File: config.mk
export PLATFORM = sky130hd
export DESIGN_NAME = pixel_stream_fifo
export DESIGN_NICKNAME = d
export VERILOG_FILES = /design/src/rtl/pixel_fifo_pkg.sv /design/src/rtl/pixel_fifo_mem.sv /design/src/rtl/pixel_stream_fifo.sv
export SDC_FILE = /design/constraint.sdc
export NUM_CORES = 1
export LEC_CHECK = 0
export ABC_AREA = 1
export BUFFER_PORTS_ARGS = -buffer_cell sky130_fd_sc_hd__buf_2
export CAP_MARGIN = 40
export CORE_ASPECT_RATIO = 0.5
export CORE_MARGIN = 8
export CORE_UTILIZATION = 45
export CTS_BUF_LIST = sky130_fd_sc_hd__clkbuf_8 sky130_fd_sc_hd__clkbuf_16
export DETAILED_ROUTE_END_ITERATION = 10
export PLACE_DENSITY = 0.58
export SETUP_SLACK_MARGIN = 0.3
export SKIP_CTS_REPAIR_TIMING = 1
export SLEW_MARGIN = 20
export SYNTH_ARGS = -nofsm -noshare
export SYNTH_HDL_FRONTEND = slang
export SYNTH_SLANG_ARGS = --single-unit
File: constraint.sdc
create_clock -name clk -period 7.8 [get_ports clk]
set_input_delay 1.56 -clock clk [delete_from_list [all_inputs] [get_ports clk]]
set_output_delay 1.56 -clock clk [all_outputs]
set_load 0.01 [all_outputs]
File: src/rtl/pixel_fifo_pkg.sv
// Shared FSM state type and colour constants for the pixel stream FIFO.
package pixel_fifo_pkg;

  typedef enum logic {
    ST_SYNC = 1'b0,
    ST_RUN  = 1'b1
  } fifo_state_e;

  localparam int DEFAULT_DATA_W = 24;

  localparam logic [23:0] COLOR_BLACK   = 24'h000000;
  localparam logic [23:0] COLOR_MAGENTA = 24'hFF00FF;

endpackage

File: src/rtl/pixel_fifo_mem.sv
// Simple dual-port pixel storage: synchronous write, asynchronous head read.
// The asynchronous read lets the FSM inspect the head sof bit in the same cycle.
module pixel_fifo_mem #(
  parameter int WIDTH = 25,
  parameter int DEPTH = 16,
  localparam int AW   = $clog2(DEPTH)
) (
  input  logic             clk,
  input  logic             wr_en,
  input  logic [AW-1:0]    wr_addr,
  input  logic [WIDTH-1:0] wr_data,
  input  logic [AW-1:0]    rd_addr,
  output logic [WIDTH-1:0] rd_data
);

  // No reset on storage so it can map onto distributed RAM.
  logic [WIDTH-1:0] mem_q [DEPTH];

  always_ff @(posedge clk) begin
    if (wr_en) begin
      mem_q[wr_addr] <= wr_data;
    end
  end

  assign rd_data = mem_q[rd_addr];

endmodule

File: src/rtl/pixel_stream_fifo.sv
// Elastic RGB pixel buffer between producer and LCD timing stage, frame-aligned.
// Optional saturating underflow counter when PIXEL_FIFO_UNDERFLOW_CNT_EN is defined.
module pixel_stream_fifo
  import pixel_fifo_pkg::*;
#(
  parameter int                DATA_W          = DEFAULT_DATA_W,
  parameter int                DEPTH           = 16,
  parameter logic [DATA_W-1:0] UNDERFLOW_COLOR = DATA_W'(COLOR_BLACK)
) (
  input  logic                     clk,
  input  logic                     rst,
  input  logic                     s_valid,
  output logic                     s_ready,
  input  logic [DATA_W-1:0]        s_data,
  input  logic                     s_sof,
  input  logic                     frame_start,
  input  logic                     pix_req,
  output logic [DATA_W-1:0]        pix_data,
  output logic                     underflow,
  output logic [$clog2(DEPTH):0]   level
`ifdef PIXEL_FIFO_UNDERFLOW_CNT_EN
  ,
  output logic [15:0]              underflow_cnt
`endif
);

  localparam int AW = $clog2(DEPTH);

  fifo_state_e       state_q, state_d;
  logic [AW:0]       wptr_q, wptr_d;
  logic [AW:0]       rptr_q, rptr_d;
  logic [DATA_W-1:0] pix_data_q, pix_data_d;
  logic              underflow_q, underflow_d;
  logic              first_pix_q, first_pix_d;

  logic              full;
  logic              empty;
  logic              wr_en;
  logic              pop;
  logic              substitute;
  logic              head_sof;
  logic [DATA_W-1:0] head_data;
  logic              head_is_sof;
  logic              serve_first;

  assign full  = (wptr_q[AW] != rptr_q[AW]) && (wptr_q[AW-1:0] == rptr_q[AW-1:0]);
  assign empty = (wptr_q == rptr_q);
  assign s_ready = !full;
  assign wr_en   = s_valid && !full;
  assign level   = wptr_q - rptr_q;

  pixel_fifo_mem #(
    .WIDTH (DATA_W + 1),
    .DEPTH (DEPTH)
  ) u_mem (
    .clk     (clk),
    .wr_en   (wr_en),
    .wr_addr (wptr_q[AW-1:0]),
    .wr_data ({s_sof, s_data}),
    .rd_addr (rptr_q[AW-1:0]),
    .rd_data ({head_sof, head_data})
  );

  // Head contents are meaningless while empty, so gate the sof bit.
  assign head_is_sof = !empty && head_sof;
  assign serve_first = frame_start || first_pix_q;

  always_comb begin
    state_d     = state_q;
    pix_data_d  = pix_data_q;
    underflow_d = frame_start ? 1'b0 : underflow_q;
    first_pix_d = frame_start ? 1'b1 : first_pix_q;
    pop         = 1'b0;
    substitute  = 1'b0;

    case (state_q)
      ST_SYNC: begin
        if (frame_start && head_is_sof) begin
          state_d = ST_RUN;
        end else if (!empty && !head_sof) begin
          pop = 1'b1;
        end
      end
      ST_RUN: begin
        if (frame_start && !head_is_sof) begin
          state_d = ST_SYNC;
        end
      end
      default: state_d = ST_SYNC;
    endcase

    // The request is served in the state just decided, so a frame_start
    // in the same cycle makes this the first pixel of the new frame.
    if (pix_req) begin
      if ((state_d == ST_RUN) && !empty && !(head_sof && !serve_first)) begin
        pop         = 1'b1;
        pix_data_d  = head_data;
        first_pix_d = 1'b0;
      end else begin
        substitute  = 1'b1;
        pix_data_d  = UNDERFLOW_COLOR;
        underflow_d = 1'b1;
      end
    end

    wptr_d = wptr_q + (AW+1)'(wr_en);
    rptr_d = rptr_q + (AW+1)'(pop);
  end

  always_ff @(posedge clk or posedge rst) begin
    if (rst) begin
      state_q     <= ST_SYNC;
      wptr_q      <= '0;
      rptr_q      <= '0;
      pix_data_q  <= '0;
      underflow_q <= 1'b0;
      first_pix_q <= 1'b0;
    end else begin
      state_q     <= state_d;
      wptr_q      <= wptr_d;
      rptr_q      <= rptr_d;
      pix_data_q  <= pix_data_d;
      underflow_q <= underflow_d;
      first_pix_q <= first_pix_d;
    end
  end

  assign pix_data  = pix_data_q;
  assign underflow = underflow_q;

`ifdef PIXEL_FIFO_UNDERFLOW_CNT_EN
  logic [15:0] underflow_cnt_q, underflow_cnt_d;

  always_comb begin
    underflow_cnt_d = underflow_cnt_q;
    if (substitute && (underflow_cnt_q != 16'hFFFF)) begin
      underflow_cnt_d = underflow_cnt_q + 16'd1;
    end
  end

  always_ff @(posedge clk or posedge rst) begin
    if (rst) begin
      underflow_cnt_q <= '0;
    end else begin
      underflow_cnt_q <= underflow_cnt_d;
    end
  end

  assign underflow_cnt = underflow_cnt_q;
`endif

endmodule

# Yosys cells after proc, flatten, opt, wreduce, memory -nomap -nowiden
# Memory sizes are Yosys's and may differ from the RTL's.
# Cells that the tools add are included.
# Widths: inputs -> output; s select.
# op_classes
n_mux	17
n_reduce_logical	16
eq_ne	3
addsub	3
n_bitwise	1
# ops
op	n
$mux 24	1
$mux 1	15
$add 5x1->5	2
$logic_and 1x1->1	9
$logic_not 1->1	6
$eq 5x5->1	1
$sub 5x5->5	1
$eq 4x4->1	1
$pmux 1 s2	1
$logic_or 1x1->1	1
$ne 1x1->1	1
$not 1->1	1
# totals
out_inout_bits	31
reg_bits	37
in_bits	30
ramBits	400
n_memories	1
elab_cells	47
# memory_table
name	depth	word_bits	read_ports	rd_clocked_by_memory_dff	write_ports	line	rtl
u_mem.mem_q	16	25	1	0	1	pixel_fifo_mem.sv:17	logic [WIDTH-1:0] mem_q [DEPTH];

# Longest topological paths before layout
# logic_depth
depth_word	12
depth_mapped	17
mapped_depth_nobuf	16

# By module
# A second synthesis with hierarchy kept.
# hier_totals
cells_unflattened	1823
area_unflattened_um2	19120.8
# modules_own_cells
module	cells_per_inst	n_inst	seq_area_each_um2	area_each_um2
pixel_fifo_mem	1637	1	12011.5	17351.6
pixel_stream_fifo	186	1	925.9	1769.2

# Least setup slack after synthesis
# Ideal clock, no wire load.
# synth_timing
kind	input to register
start	in s_valid
end	mem u_mem.mem_q[0][0], enable pin
setup_time_ns	0.407
t_arrival_ns	3.111
slack_ns	4.282
path_buffers	0
cell_stages	3
path_cell_list	a21boi_1 > nand3_1 > nor2_1
# synth_via
elab_chain_len	3
# synth_lines
element	line	rtl
start, declared	pixel_stream_fifo.sv:12	input logic s_valid,
$logic_and 1x1->1	pixel_stream_fifo.sv:49	assign wr_en = s_valid && !full;
$mux 1	pixel_fifo_mem.sv:20	if (wr_en) begin
$mux 1 (implied by the code)	pixel_fifo_mem.sv:21	mem_q[wr_addr] <= wr_data;
end, declared	pixel_fifo_mem.sv:17	
# No other way between the ends.

# Worst setup path after layout
# layout_timing
start	reg rptr_q[0]
end	out level[4]
# layout_via
elab_chain_len	1
# layout_lines
element	line	rtl
start, declared	pixel_stream_fifo.sv:31	logic [AW:0] rptr_q, rptr_d;
start signal, assigned	pixel_stream_fifo.sv:121	rptr_q <= rptr_d;
$sub 5x5->5	pixel_stream_fifo.sv:50	assign level = wptr_q - rptr_q;
end, declared	pixel_stream_fifo.sv:20	output logic [$clog2(DEPTH):0] level
# No other way between the ends.

==> impl_metrics.py <==
metrics = {
    "synth": {
        "netlist_instances": 1478,
        "syn_area_um2": 17700,
        "synth_top_area_share_pct": 67.9,
        "ys_types": 26,
        "synth_area_leaders": "edfxtp_1, nand2_1, nand3_1, dfrtp_1, a21oi_1",
        "synth_common_cells": "nand2_1, edfxtp_1, nand3_1",
        "ys_ff_latch": 437,
        "synth_ff_type": "edfxtp_1",
        "synth_edf_count": 400,
        "synth.most_common_cell": "nand2_1",
        "synthArstFlopShare_pct": 8.47,
        "ys_warn_count": 0,
        "ys_seq_area_share_pct": 73.1,
        "syn_nets": 1517,
        "synth.avg_cell_area_um2": 12.0,
        "synth_area_leader_cell": "edfxtp_1",
    },
    "sta": {
        "period_share_pct": 52.1,
        "hold_viol": 0,
        "tns_ns": 0,
        "rsz0062_at_grt": "false",
        "finalClockSkew_ns": 0.0173,
        "maxSlewHeadroom_pct": 45.3,
        "max_freq_mhz": 246,
        "drv_slew": 0,
        "period_needed_ns": 4.07,
        "setup_violations": 0,
        "fin_hold_ws_ns": 0.480,
        "tightest_slew_ns": 0.819,
    },
    "cells_and_area": {
        "syn_to_final_growth_pct": 12.2,
        "stdcell_area_um2": 19900,
        "multi_input_area_um2": 4300,
        "drive_above_1_share_pct": 10.9,
        "instances_no_fill": 2071,
        "num-fill-cells": 3291,
        "nets": 1547,
        "seqCellArea_um2": 12900,
    },
    "power_and_ir_drop": {
        "seqPwrFrac_pct": 38.8,
        "p_comb_share_pct": 35.7,
        "switchingPower_mw": 3.06,
        "leakagePower_nw": 7.54,
        "clkPwrFrac_pct": 25.4,
        "power_mw": 7.81,
        "p_sw_share_pct": 39.2,
        "peakVddDrop_uv": 189,
        "p_int_mw": 4.75,
        "p_per_area_nw_per_um2": 393,
    },
    "global_routing": {
        "grt_pass1_vias": 11100,
        "antenna_found_initial": 4,
        "grt-ovfl-total": 0,
        "grt_max_degree": 63,
        "grt_pass1_wl_um": 72700,
        "grt_usage_pct": 21.5,
    },
    "clock_network": {
        "clk_pin_slew_ns": 0.07,
        "htree_num_levels": 2,
        "cts_root_buffer": "clkbuf_16",
        "clk_latency_ns": 0.55,
        "cts.sinks": 437,
        "cts_buffer_depth": 3,
        "cts_tree": "built",
        "cts_inserted_buffers": 40,
    },
    "floorplanning": {
        "floorplan.initialDensity_pct": 45.5,
        "rows": 51,
        "coreArea_um2": 38900,
        "die_y_um": 156,
        "io_pins": 61,
        "die_area_um2": 46300,
        "die_w_um": 296,
    },
    "placed_design": {
        "placed_area_um2": 18600,
        "io_buffers": 60,
        "dp_cells": 1996,
        "place_hpwl_um": 31000,
        "gp_congestion": 0.917,
    },
    "worst_setup_path": {
        "critPathSlowestCell": "dfrtp_4",
        "critPathKind": "reg -> out",
        "crit_buf_inv": 1,
        "cpPeakStageDelay_ns": 0.65,
        "cp_max_fo": 34,
        "crit_path_start_kind": "register",
        "path_cells": "ha_1 -> fa_1 -> o21ai_0 -> xnor2_1 -> buf_2",
        "crit_required_ns": 6.24,
        "ff2ff_setup_slack_ns": 3.75,
        "arrival_ns": 2.51,
        "critPathCaptureType": "output pin",
        "critPathTopFamily": "adder cells",
    },
    "detailed_routing": {
        "routed_wl_um": 49600,
        "detailroute.via_count": 11400,
        "wire_per_inst_um": 23.9,
        "vias_per_cell": 5.49,
        "drc_errors": 0,
        "ant_nets": 0,
        "drtPass1Iterations": 5,
        "initialDrtViolationCount": 1173,
    },
    "hold_path": {
        "hp-class": "reg -> reg",
    },
    "flow_run": {
        "cap_violations": 0,
    },
    "run_status": {
        "status": "finished clean",
    },
}
per-stage QoR:
stage               setup slack (ns)  utilization (%)
CTS                             3.71             51.1
global route                    3.60             51.1
floorplan                       4.28                -
global placement                3.46             47.3
detailed placement              3.73             47.7
finish                          3.73             51.1
worst reg2reg max path: stages (launching register included):
cell and delay [ns]:
dfrtp_1 0.50, inv_2 0.48, ha_1 0.41, nand4_1 0.15
inv_1 0.06, a21boi_1 0.59, nand3_1 0.66, nor2_4 0.82
power by group through the flow:
stage | Sequential, mW | Clock [mW] | Combinational, mW
2_1_floorplan | 3.01 | 0 | 1.80
3_3_place_gp | 3.07 | 0 | 2.64
3_5_place_dp | 3.08 | 0 | 2.76
4_1_cts | 3.03 | 2.01 | 2.77
5_1_grt | 3.06 | 2.11 | 3.06
6_report | 3.03 | 1.99 | 2.79
cells in the final DEF, fill, tap and decap left out, types with 3 or more instances in the layout:
| cell | count |
|---|---|
| ha_1 | 8 |
| nand2_1 | 494 |
| xnor2_1 | 4 |
| nor2_1 | 27 |
| nand2_2 | 3 |
| nand3_1 | 210 |
| a21o_1 | 24 |
| a21oi_1 | 98 |
| buf_16 | 4 |
| xor2_1 | 6 |
| edfxtp_1 | 400 |
| inv_6 | 3 |
| buf_2 | 60 |
| buf_4 | 7 |
| clkinv_1 | 3 |
| nor2_4 | 17 |
| clkbuf_16 | 41 |
| clkinv_2 | 11 |
| bufinv_16 | 4 |
| dfrtp_1 | 35 |
| nand4_1 | 25 |
| inv_2 | 6 |
| inv_1 | 32 |
logic make-up (layout without fill, tap and decap cells):
family,Yosys count,after routing,share of synthesized area (%)
xor+xnor,10,10,0.495
other cells,0,2,0
simple gates,778,778,18.5
fa+ha+maj,9,9,0.679
buf+inv,118,179,3.27
flops,437,437,73.1
compound gates,126,126,3.98
routing by layer:
layer  vias to the layer above  track usage (%)  routed length, um  part of all wire [%]
li1                       5240                -                  -                     -
met1                      5643             28.9              20800                    42
met2                       407             34.3              23200                    47
met3                        84             6.07               4360                   8.8
met4                         6             5.76               1190                   2.4
met5                         -                0                 29                 0.058
final cells by class:
| type | count | area share, % |
|---|---|---|
| tap | 530 | 3.34 |
| multi-input combinational | 923 | 21.7 |
| timing repair buffer | 74 | 2.61 |
| antenna | 2 | 0.0252 |
| clock buffer | 42 | 5.24 |
| sequential | 437 | 65.2 |
| inverter | 32 | 0.630 |
| clock inverter | 31 | 1.32 |
sequential cells by signal (all words and copies together) (netlist names):
register and flops:
u_mem.mem_q 400, pix_data 24, rptr_q 5, wptr_q 5, first_pix_q 1, state_q 1, underflow 1
worst paths after layout:
| kind | cells after the start | startpoint | endpoint |
|---|---|---|---|
| setup / recovery | 5 | rptr_q[0] | level[4] |
| min in group asynchronous | 2 | rst | pix_data[21] |
| max in group asynchronous | 3 | rst | rptr_q[1] |
| hold / removal | 2 | pix_data[9] | pix_data[9] |
| setup reg to reg | 7 | rptr_q[2] | u_mem.mem_q[15][11] |
| hold reg to reg | 2 | pix_data[9] | pix_data[9] |
Power figures use the tool's default switching activity.
